`config.mk`:
```
export PLATFORM = sky130hd
export DESIGN_NAME = y86_seq_ctrl
export DESIGN_NICKNAME = d
export VERILOG_FILES = /design/src/rtl/y86_ctrl_pkg.sv /design/src/rtl/y86_req_timer.sv /design/src/rtl/y86_seq_ctrl.sv
export SDC_FILE = /design/constraint.sdc
export NUM_CORES = 1
export LEC_CHECK = 0
export BUFFER_PORTS_ARGS = -buffer_cell sky130_fd_sc_hd__buf_2
export CAP_MARGIN = 10
export CORE_MARGIN = 2
export CORE_UTILIZATION = 40
export DETAILED_ROUTE_END_ITERATION = 6
export GPL_TIMING_DRIVEN = 0
export SLEW_MARGIN = 10
export SYNTH_ARGS = -nofsm -noshare
export SYNTH_HDL_FRONTEND = slang
export SYNTH_SLANG_ARGS = --single-unit
```
`constraint.sdc`:
```
create_clock -name clk -period 3.2 [get_ports clk]
set_input_delay 0.16 -clock clk [delete_from_list [all_inputs] [get_ports clk]]
set_output_delay 0.16 -clock clk [all_outputs]
set_load 0.03 [all_outputs]
```
`src/rtl/y86_ctrl_pkg.sv`:
```
// Shared definitions for the Y86-64 multi-cycle stage sequencer.
//   state_e      : sequencer states, one per instruction stage plus IDLE/HALT
//   ICODE_*      : Y86-64 instruction codes 0x0..0xB
//   STAT_*       : architectural status codes (AOK/HLT/ADR/INS)
//   needs_mem()  : instruction performs a data-memory access
//   needs_wb()   : instruction writes the register file
package y86_ctrl_pkg;

    typedef enum logic [2:0] {
        IDLE,
        FETCH,
        DECODE,
        EXECUTE,
        MEMORY,
        WRITEBACK,
        PCUPD,
        HALT
    } state_e;

    localparam logic [3:0] ICODE_HALT   = 4'h0;
    localparam logic [3:0] ICODE_NOP    = 4'h1;
    localparam logic [3:0] ICODE_RRMOVQ = 4'h2;
    localparam logic [3:0] ICODE_IRMOVQ = 4'h3;
    localparam logic [3:0] ICODE_RMMOVQ = 4'h4;
    localparam logic [3:0] ICODE_MRMOVQ = 4'h5;
    localparam logic [3:0] ICODE_OPQ    = 4'h6;
    localparam logic [3:0] ICODE_JXX    = 4'h7;
    localparam logic [3:0] ICODE_CALL   = 4'h8;
    localparam logic [3:0] ICODE_RET    = 4'h9;
    localparam logic [3:0] ICODE_PUSHQ  = 4'hA;
    localparam logic [3:0] ICODE_POPQ   = 4'hB;

    localparam logic [2:0] STAT_AOK = 3'd1;
    localparam logic [2:0] STAT_HLT = 3'd2;
    localparam logic [2:0] STAT_ADR = 3'd3;
    localparam logic [2:0] STAT_INS = 3'd4;

    function automatic logic needs_mem(input logic [3:0] icode);
        return icode inside {ICODE_RMMOVQ, ICODE_MRMOVQ, ICODE_CALL,
                             ICODE_RET, ICODE_PUSHQ, ICODE_POPQ};
    endfunction

    function automatic logic needs_wb(input logic [3:0] icode);
        return icode inside {ICODE_RRMOVQ, ICODE_IRMOVQ, ICODE_MRMOVQ, ICODE_OPQ,
                             ICODE_CALL, ICODE_RET, ICODE_PUSHQ, ICODE_POPQ};
    endfunction

endpackage

```
`src/rtl/y86_req_timer.sv`:
```
// Memory request watchdog shared by the FETCH and MEMORY waits.
// Ports:
//   clk, rst_n  : clock, asynchronous active-low reset
//   clr_i       : force the count to zero (no request outstanding)
//   cnt_i       : request outstanding and not yet acknowledged this cycle
//   expired_o   : count has reached MEM_TIMEOUT-1
module y86_req_timer #(
    parameter int MEM_TIMEOUT = 16
) (
    input  logic clk,
    input  logic rst_n,
    input  logic clr_i,
    input  logic cnt_i,
    output logic expired_o
);

    localparam int TW = $clog2(MEM_TIMEOUT);
    localparam logic [TW-1:0] LAST = TW'(MEM_TIMEOUT - 1);

    logic [TW-1:0] cnt_q;
    logic [TW-1:0] cnt_d;

    always_comb begin
        cnt_d = cnt_q;
        if (clr_i) begin
            cnt_d = '0;
        end else if (cnt_i) begin
            cnt_d = cnt_q + TW'(1);
        end
    end

    always_ff @(posedge clk or negedge rst_n) begin
        if (!rst_n) begin
            cnt_q <= '0;
        end else begin
            cnt_q <= cnt_d;
        end
    end

    // The sequencer leaves the wait state on expiry, so the count never wraps.
    assign expired_o = (cnt_q == LAST);

endmodule

```
`src/rtl/y86_seq_ctrl.sv`:
```
// Multi-cycle stage sequencer for the Y86-64 core.
// Steps each instruction through FETCH/DECODE/EXECUTE/MEMORY/WRITEBACK/PCUPD,
// drives one-hot stage enables and write strobes, handshakes with the
// instruction and data memories and tracks architectural status.
// Ports:
//   clk, rst_n                    : clock, asynchronous active-low reset
//   run                           : 1 = execute, 0 = stop at next instruction boundary
//   icode, instr_valid            : fetched instruction code and legality
//   imem_ready, imem_error        : instruction memory handshake / fault
//   dmem_ready, dmem_error        : data memory handshake / fault
//   imem_req, dmem_req            : memory requests, held until ready
//   fetch_en..wb_en               : one-hot stage enables
//   cc_we, reg_we, pc_we          : condition-code, register-file, PC write strobes
//   stat, halted, retired         : status code, halt flag, retired-instruction count
// Configuration macro: Y86_STAGE_SKIP_EN -- when defined, instructions without a
// data-memory access go straight from EXECUTE to WRITEBACK.
// All outputs are registered, decoded from the next state, so no input reaches
// an output combinationally and reset clears requests immediately.
module y86_seq_ctrl
    import y86_ctrl_pkg::*;
#(
    parameter int MEM_TIMEOUT = 16,
    parameter int CNT_W       = 32
) (
    input  logic             clk,
    input  logic             rst_n,
    input  logic             run,
    input  logic [3:0]       icode,
    input  logic             instr_valid,
    input  logic             imem_ready,
    input  logic             imem_error,
    input  logic             dmem_ready,
    input  logic             dmem_error,
    output logic             imem_req,
    output logic             dmem_req,
    output logic             fetch_en,
    output logic             decode_en,
    output logic             exec_en,
    output logic             mem_en,
    output logic             wb_en,
    output logic             cc_we,
    output logic             reg_we,
    output logic             pc_we,
    output logic [2:0]       stat,
    output logic             halted,
    output logic [CNT_W-1:0] retired
);

    state_e             state_q, state_d;
    logic [3:0]         icode_q, icode_d;
    logic [2:0]         stat_q, stat_d;
    logic [CNT_W-1:0]   retired_q, retired_d;
    logic imem_req_q, dmem_req_q, fetch_en_q, decode_en_q, exec_en_q;
    logic mem_en_q, wb_en_q, cc_we_q, reg_we_q, pc_we_q, halted_q;

    logic tmr_clr, tmr_cnt, tmr_expired;

    // Timer runs only while a request is outstanding; any non-request cycle
    // (including the cycle before FETCH/MEMORY) returns it to zero.
    assign tmr_clr = !(imem_req_q || dmem_req_q);
    assign tmr_cnt = (imem_req_q && !imem_ready) || (dmem_req_q && !dmem_ready);

    y86_req_timer #(.MEM_TIMEOUT(MEM_TIMEOUT)) u_timer (
        .clk       (clk),
        .rst_n     (rst_n),
        .clr_i     (tmr_clr),
        .cnt_i     (tmr_cnt),
        .expired_o (tmr_expired)
    );

    always_comb begin
        state_d   = state_q;
        icode_d   = icode_q;
        stat_d    = stat_q;
        retired_d = retired_q;
        unique case (state_q)
            IDLE: begin
                if (run) state_d = FETCH;
            end
            FETCH: begin
                // Ready beats expiry; address fault beats illegal instruction.
                if (imem_ready) begin
                    if (imem_error) begin
                        stat_d  = STAT_ADR;
                        state_d = HALT;
                    end else if (!instr_valid) begin
                        stat_d  = STAT_INS;
                        state_d = HALT;
                    end else begin
                        icode_d = icode;
                        state_d = DECODE;
                    end
                end else if (tmr_expired) begin
                    stat_d  = STAT_ADR;
                    state_d = HALT;
                end
            end
            DECODE: state_d = EXECUTE;
            EXECUTE: begin
`ifdef Y86_STAGE_SKIP_EN
                state_d = needs_mem(icode_q) ? MEMORY : WRITEBACK;
`else
                state_d = MEMORY;
`endif
            end
            MEMORY: begin
                // Non-memory instructions pass through in one cycle with no request.
                if (!needs_mem(icode_q)) begin
                    state_d = WRITEBACK;
                end else if (dmem_ready) begin
                    if (dmem_error) begin
                        stat_d  = STAT_ADR;
                        state_d = HALT;
                    end else begin
                        state_d = WRITEBACK;
                    end
                end else if (tmr_expired) begin
                    stat_d  = STAT_ADR;
                    state_d = HALT;
                end
            end
            WRITEBACK: state_d = PCUPD;
            PCUPD: begin
                retired_d = retired_q + CNT_W'(1);
                if (icode_q == ICODE_HALT) begin
                    stat_d  = STAT_HLT;
                    state_d = HALT;
                end else begin
                    state_d = run ? FETCH : IDLE;
                end
            end
            HALT: state_d = HALT;
            default: state_d = HALT;
        endcase
    end

    always_ff @(posedge clk or negedge rst_n) begin
        if (!rst_n) begin
            state_q     <= IDLE;
            icode_q     <= ICODE_HALT;
            stat_q      <= STAT_AOK;
            retired_q   <= '0;
            imem_req_q  <= 1'b0;
            dmem_req_q  <= 1'b0;
            fetch_en_q  <= 1'b0;
            decode_en_q <= 1'b0;
            exec_en_q   <= 1'b0;
            mem_en_q    <= 1'b0;
            wb_en_q     <= 1'b0;
            cc_we_q     <= 1'b0;
            reg_we_q    <= 1'b0;
            pc_we_q     <= 1'b0;
            halted_q    <= 1'b0;
        end else begin
            state_q     <= state_d;
            icode_q     <= icode_d;
            stat_q      <= stat_d;
            retired_q   <= retired_d;
            imem_req_q  <= (state_d == FETCH);
            dmem_req_q  <= (state_d == MEMORY) && needs_mem(icode_d);
            fetch_en_q  <= (state_d == FETCH);
            decode_en_q <= (state_d == DECODE);
            exec_en_q   <= (state_d == EXECUTE);
            mem_en_q    <= (state_d == MEMORY);
            wb_en_q     <= (state_d == WRITEBACK);
            cc_we_q     <= (state_d == EXECUTE) && (icode_d == ICODE_OPQ);
            reg_we_q    <= (state_d == WRITEBACK) && needs_wb(icode_d);
            pc_we_q     <= (state_d == PCUPD) && (icode_d != ICODE_HALT);
            halted_q    <= (state_d == HALT);
        end
    end

    assign imem_req  = imem_req_q;
    assign dmem_req  = dmem_req_q;
    assign fetch_en  = fetch_en_q;
    assign decode_en = decode_en_q;
    assign exec_en   = exec_en_q;
    assign mem_en    = mem_en_q;
    assign wb_en     = wb_en_q;
    assign cc_we     = cc_we_q;
    assign reg_we    = reg_we_q;
    assign pc_we     = pc_we_q;
    assign stat      = stat_q;
    assign halted    = halted_q;
    assign retired   = retired_q;

endmodule
```
# Yosys cells after proc, flatten, opt, wreduce, memory -nomap -nowiden
# Index checks and enable logic that the tools add are counted.
# word_totals
ff_bits	56
input_bits	12
out_inout_bits	46
word_cells	96
# op_classes
n_addsub	2
n_eq_ne	35
muxes	26
n_reduce_logical	18
# op_table
operator	n
$mux W3	16
$eq A4 B4 Y1 const B	9
$add A32 B1 Y32 const B	1
$eq A3 B3 Y1 const B	8
$mux W4	6
$pmux W3 S8	1
$eq A4 B3 Y1 const B	5
$eq A3 B2 Y1 const B	4
$reduce_bool A6 Y1	2
$pmux W3 S3	1
$eq A4 B2 Y1 const B	2
$reduce_bool A8 Y1	1
$eq A3 B1 Y1 const B	2
$logic_and A1 B1 Y1	6
$ne A2 B2 Y1 const B	3
$reduce_and A5 Y1	1
$add A4 B1 Y4 const B	1
$logic_not A4 Y1	1
$ne A4 B4 Y1 const B	1
$reduce_bool A4 Y1	1
$logic_not A3 Y1	1
$ne A3 B3 Y1 const B	1
$reduce_bool A3 Y1	1
$logic_not A1 Y1	2
other kinds (3)	4

# Longest topological paths before layout
# depth
word_depth	7
depth_mapped	8
ltp_nobuf	7

# Cells and area by module
# A second synthesis with hierarchy kept.
# hier_totals
hier_cells	243
hier_area_um2	2731.4
# by_module_without_submodules
module	n_inst	cells_per_inst	area_per_inst_um2	seq_area_each_um2
y86_seq_ctrl	1	226	2532.4	1302.5
y86_req_timer	1	17	198.9	100.1

# Least setup slack after synthesis
# Ideal clock, no wire load.
# synth_path
kind	flip-flop to flip-flop
start	reg u_timer.cnt_q[0]
end	reg dmem_req_q (netlist: dmem_req)
setup_time_ps	111
arrival_time_ps	1712
required_time_ps	3089
setup_slack_ps	1376
path_stages_with_launch	7
path_buffers	0
period_less_slack_ps	1824
path_cell_list	dfrtp_1 ha_1 a31oi_1 a2111oi_2 a22oi_2 clkinv_2 a2111oi_2
# synth_between
elab_chain_cells	7
word_cells_on_any_way	8
classes_between	2 x eq/ne; 5 x mux; 1 x reduce/logical
# synth_rtl
item	line_no	source
start: declaration	y86_req_timer.sv:20	logic [TW-1:0] cnt_q;
start signal: assignment	y86_req_timer.sv:36	cnt_q <= cnt_d;
$eq A4 B4 Y1 (*)	y86_req_timer.sv:41	assign expired_o = (cnt_q == LAST);
$mux W3 (*)	y86_seq_ctrl.sv:93, y86_seq_ctrl.sv:117	
$mux W3	y86_seq_ctrl.sv:110	end else if (dmem_ready) begin
$mux W3	y86_seq_ctrl.sv:108	if (!needs_mem(icode_q)) begin
$pmux W3 S8 (*)	y86_seq_ctrl.sv:76	unique case (state_q)
via state_d[1]	y86_seq_ctrl.sv:49	state_e state_q, state_d;
$eq A3 B3 Y1 (*)	y86_seq_ctrl.sv:160	dmem_req_q <= (state_d == MEMORY) && needs_mem(icode_d);
$logic_and A1 B1 Y1 (*)	y86_seq_ctrl.sv:160	
end signal: assignment	y86_seq_ctrl.sv:160	
end: declaration	y86_seq_ctrl.sv:53	logic imem_req_q, dmem_req_q, fetch_en_q, decode_en_q, exec_en_q;
# Mark *: on every way through the listed nets, which the timed path passes. The rest lies on a longest branch.
# A chain may end at the register's enable or synchronous reset.

# Worst setup path in the final report
# Same ends and word-level chain as after synthesis.

==> metrics.cfg <==
[detailed_routing]
routed-via-count = 2204
antenna_violating_nets_post_route = 0
routed_wirelength_um = 5798
drc = 0
count_of_tritonroute_iterations_in_the_first_routing_pass = 4
drtIter0Drc = 61
wire_per_inst_um = 13.42
average_via_count_per_standard_cell = 5.102

[power]
pwr-share-seq_pct = 59.4
power.density_mw_per_mm2 = 374.0
irDropWorstVdd_mv = 0.2802
pwr-share-clk_pct = 32.5
total_leakage_power_nw = 1.714
power_switching_share_pct = 25.03
power.internal_mw = 0.9279
switching_power_mw = 0.3098
share_comb_of_total_power_pct = 8.1

[critical_path]
crit-reg2reg-capture = dmem_req$_DFF_PN0_
worst-setup-path-type = flop to flop
end_kind = flop
critPathRequiredTime_ns = 3.38
rr_worst_depth = 6
startpoint_type = flop
critical_path_arrival_ns = 2.47
ff_to_ff_setup_slack_ns = 0.90
worst_r2r_startpoint = u_timer.cnt_q[0]$_DFFE_PN0P_
path_max_fanout = 6

[sta]
grt_setup_unrepaired = no
setup_slack_of_the_critical_path_after_layout_ns = 0.9029
final_min_period_over_clock_period_pct = 71.79
whs_ns = 0.1372
fin_skew_ns = 0.007262
worst_slew_margin_rel_pct = 35.55
drv_slew = 0
setup-tns-final_ns = 0
achievable-frequency_ghz = 0.4353
worst_pin_slew_ns = 0.9579
finalHoldViolations = 0
final_period_minus_worst_setup_slack_ns = 2.297
number_of_setup_violations_in_the_final_report = 0

[yosys]
postSynthCellCount = 272
asyncSetResetFlopFracSynth_pct = 100.0
synth.lib_cells_used.distinct = 53
synth_register_bits = 56
postSynth.topFlopCell = dfrtp_1
synth-seq-area-share_pct = 50.00
synth_area_leader_cell = dfrtp_1
synth_top_cells_by_area = dfrtp_1, xnor2_1, xor2_1
total_nets_after_synthesis = 286
synthesis.area_sq_mm = 0.002805
synth_top_cell_area_share_pct = 49.06
synth-edff-count = 0
yosysWarnings = 0
synth_area_per_cell_sq_um = 10.31

[clocking]
cts_made_buffers = 5
max-clock-path-buffers = 2
cts_tree = done
worst_setup_hold_path_clk_slew_ns = 0.09
cts-htree-levels = 2
cts_root_buf = clkbuf_8
worst_skew_pair.late_latency_ns = 0.31
cts_num_sinks = 56

[floorplan]
dieArea_sq_mm = 0.007699
floorplan.core_area_sq_mm = 0.006794
die_width_um = 87.75
start_util_pct = 41.29
fp.dieH_um = 87.75
ioPinCount = 58
std_cell_rows = 30

[global_route]
grt_pass1_wl_um = 9170
grt.overflow.total = 0
first_global_vias = 1961
grtUsageTotal_pct = 15.30
grt_antenna_before_repair = 0
largest_net_degree_at_the_start_of_global_routing = 57

[placement]
dpl.hpwl_um = 4197
finalWeightedCongestion = 0.8318
placement.io_buffers = 56
dp_slack_ns = 0.9112

[final_layout]
final_layout_size_suffix_gt1_share_pct = 25.60
utilization_pct = 48.71
nNetsFinal = 350
antenna-diode-count = 0
regArea_sq_mm = 0.001403
areaGrowthSynthToFinish_pct = 17.97
multi_input_area_sq_mm = 0.001300
filler_cell_count = 648

[worst_hold_path]
hold_path_class = primary input to flop
hold_path_depth = 3
hold_crit_start = icode[3]
min_to = icode_q[3]$_DFF_PN0_

[run_status]
result_of_the_run = completed

[job]
max_capacitance_violation_count = 0

-- worst max-delay path, cell delays in order (launching register included) --
cell and delay [ns]:
dfrtp_1 0.44, ha_1 0.28, a31oi_1 0.32, a2111oi_2 0.10, a22oi_2 0.39, clkinv_2 0.17
a2111oi_2 0.46
-- how the worst max path moves through the flow --
stage                                            start                 end  slack, ns  depth (start not counted)
after floorplan           u_timer.cnt_q[0]$_DFFE_PN0P_  dmem_req$_DFF_PN0_       1.38                          6
after global placement    u_timer.cnt_q[0]$_DFFE_PN0P_  dmem_req$_DFF_PN0_       0.94                          6
after detailed placement  u_timer.cnt_q[0]$_DFFE_PN0P_  dmem_req$_DFF_PN0_       0.91                          6
after CTS                 u_timer.cnt_q[0]$_DFFE_PN0P_  dmem_req$_DFF_PN0_       0.88                          6
after global routing      u_timer.cnt_q[0]$_DFFE_PN0P_  dmem_req$_DFF_PN0_       0.73                          6
final                     u_timer.cnt_q[0]$_DFFE_PN0P_  dmem_req$_DFF_PN0_       0.90                          6
-- stage by stage --
| stage | instance area, sq um | total power, mW | instances |
|---|---|---|---|
| 5_1_grt | 3309 | 1.295 | 432 |
| 2_1_floorplan | 2805 | 0.8052 | 272 |
| 4_1_cts | 3309 | 1.259 | 432 |
| 3_5_place_dp | 3208 | 0.8494 | 424 |
| 6_report | 3309 | 1.238 | 432 |
| 3_3_place_gp | 3206 | 0.8485 | 424 |
-- power groups by stage --
stage | sequential (mW) | clock, mW | combinational, mW
2_1_floorplan | 0.774 | 0 | 0.0311
3_3_place_gp | 0.749 | 0 | 0.0998
3_5_place_dp | 0.749 | 0 | 0.100
4_1_cts | 0.735 | 0.421 | 0.102
5_1_grt | 0.738 | 0.445 | 0.111
6_report | 0.735 | 0.403 | 0.0999
-- per-layer routing --
metal  share of wire [%]  vias to the layer above  wire length [um]  track usage, %
met2                  47                       53              2728           25.41
met4                 1.4                        0                82           5.455
li1                    -                     1087                 -               -
met3                 4.7                        7               273           3.299
met1                  47                     1057              2713           19.75
met5                   0                        -                 0               0
-- flip-flops by register name (all words and copies together), names as in the netlist, 3 cells and up --
signal         count
icode_q            4
state_q            3
retired           32
u_timer.cnt_q      4
stat               3
-- synthesized netlist by cell type, types with 2 or more instances --
library cell,instances
nor3_1,8
nand3_1,18
or2_2,2
ha_1,2
clkbuf_1,4
a2111oi_2,2
inv_1,12
mux2i_1,4
buf_2,3
a31oi_1,3
nand2_1,22
nand3b_1,3
nand2b_1,6
a221oi_2,2
dfrtp_1,55
a22o_1,2
and2_1,2
o22ai_1,2
and3_1,9
nor2_1,18
nand4_1,8
o21ai_0,7
and4b_1,2
nor4_1,4
a21oi_1,9
and4_1,4
xnor2_1,17
xor2_1,14
nor3b_1,2
nor2b_1,3
-- logic make-up after synthesis --
family	Yosys count	share of synthesized area, %
and+or+nand+nor	119	23.91
DFF	56	50.00
AOI/OAI and AO/OA	36	9.635
xor gates and xnor gates	31	9.679
buffers and inverters	23	3.657
muxes	5	2.230
adders and majority gates	2	0.8919
-- area by class of cell --
cell class	instances	area share, %
inverter	14	1.626
multi-input combinational	193	39.28
clock inverter	1	0.2647
timing repair buffer	57	8.847
clock buffer	6	2.495
buffer	9	1.474
sequential	56	42.38
tap	96	3.629
-- cell usage in the layout (no fill, tap or decap), types with 2 or more instances in the layout --
cell,netlist,routed
a2111oi_2,2,2
a21oi_1,9,9
a221oi_2,2,2
a22o_1,2,2
a31oi_1,3,3
and2_1,2,2
and3_1,9,9
and4_1,4,4
and4b_1,2,2
buf_2,3,58
buf_4,1,2
clkbuf_1,4,4
clkbuf_8,0,6
dfrtp_1,55,55
ha_1,2,2
inv_1,12,12
mux2i_1,4,4
nand2_1,22,22
nand2b_1,6,6
nand3_1,18,18
nand3b_1,3,3
nand4_1,8,8
nor2_1,18,18
nor2b_1,3,3
nor3_1,8,8
nor3b_1,2,2
nor4_1,4,4
o21ai_0,7,7
o22ai_1,2,2
or2_2,2,2
xnor2_1,17,17
xor2_1,14,14
-- what timing repair did --
| item | 4_1_cts | 5_1_grt |
|---|---|---|
| hold buffers | 1 | 0 |
| hold endpoints to repair | 55 | 0 |
| buffers inserted | 0 | 0 |
| gates resized for setup | 0 | 0 |
No activity file was read; power rests on OpenSTA's default activity.
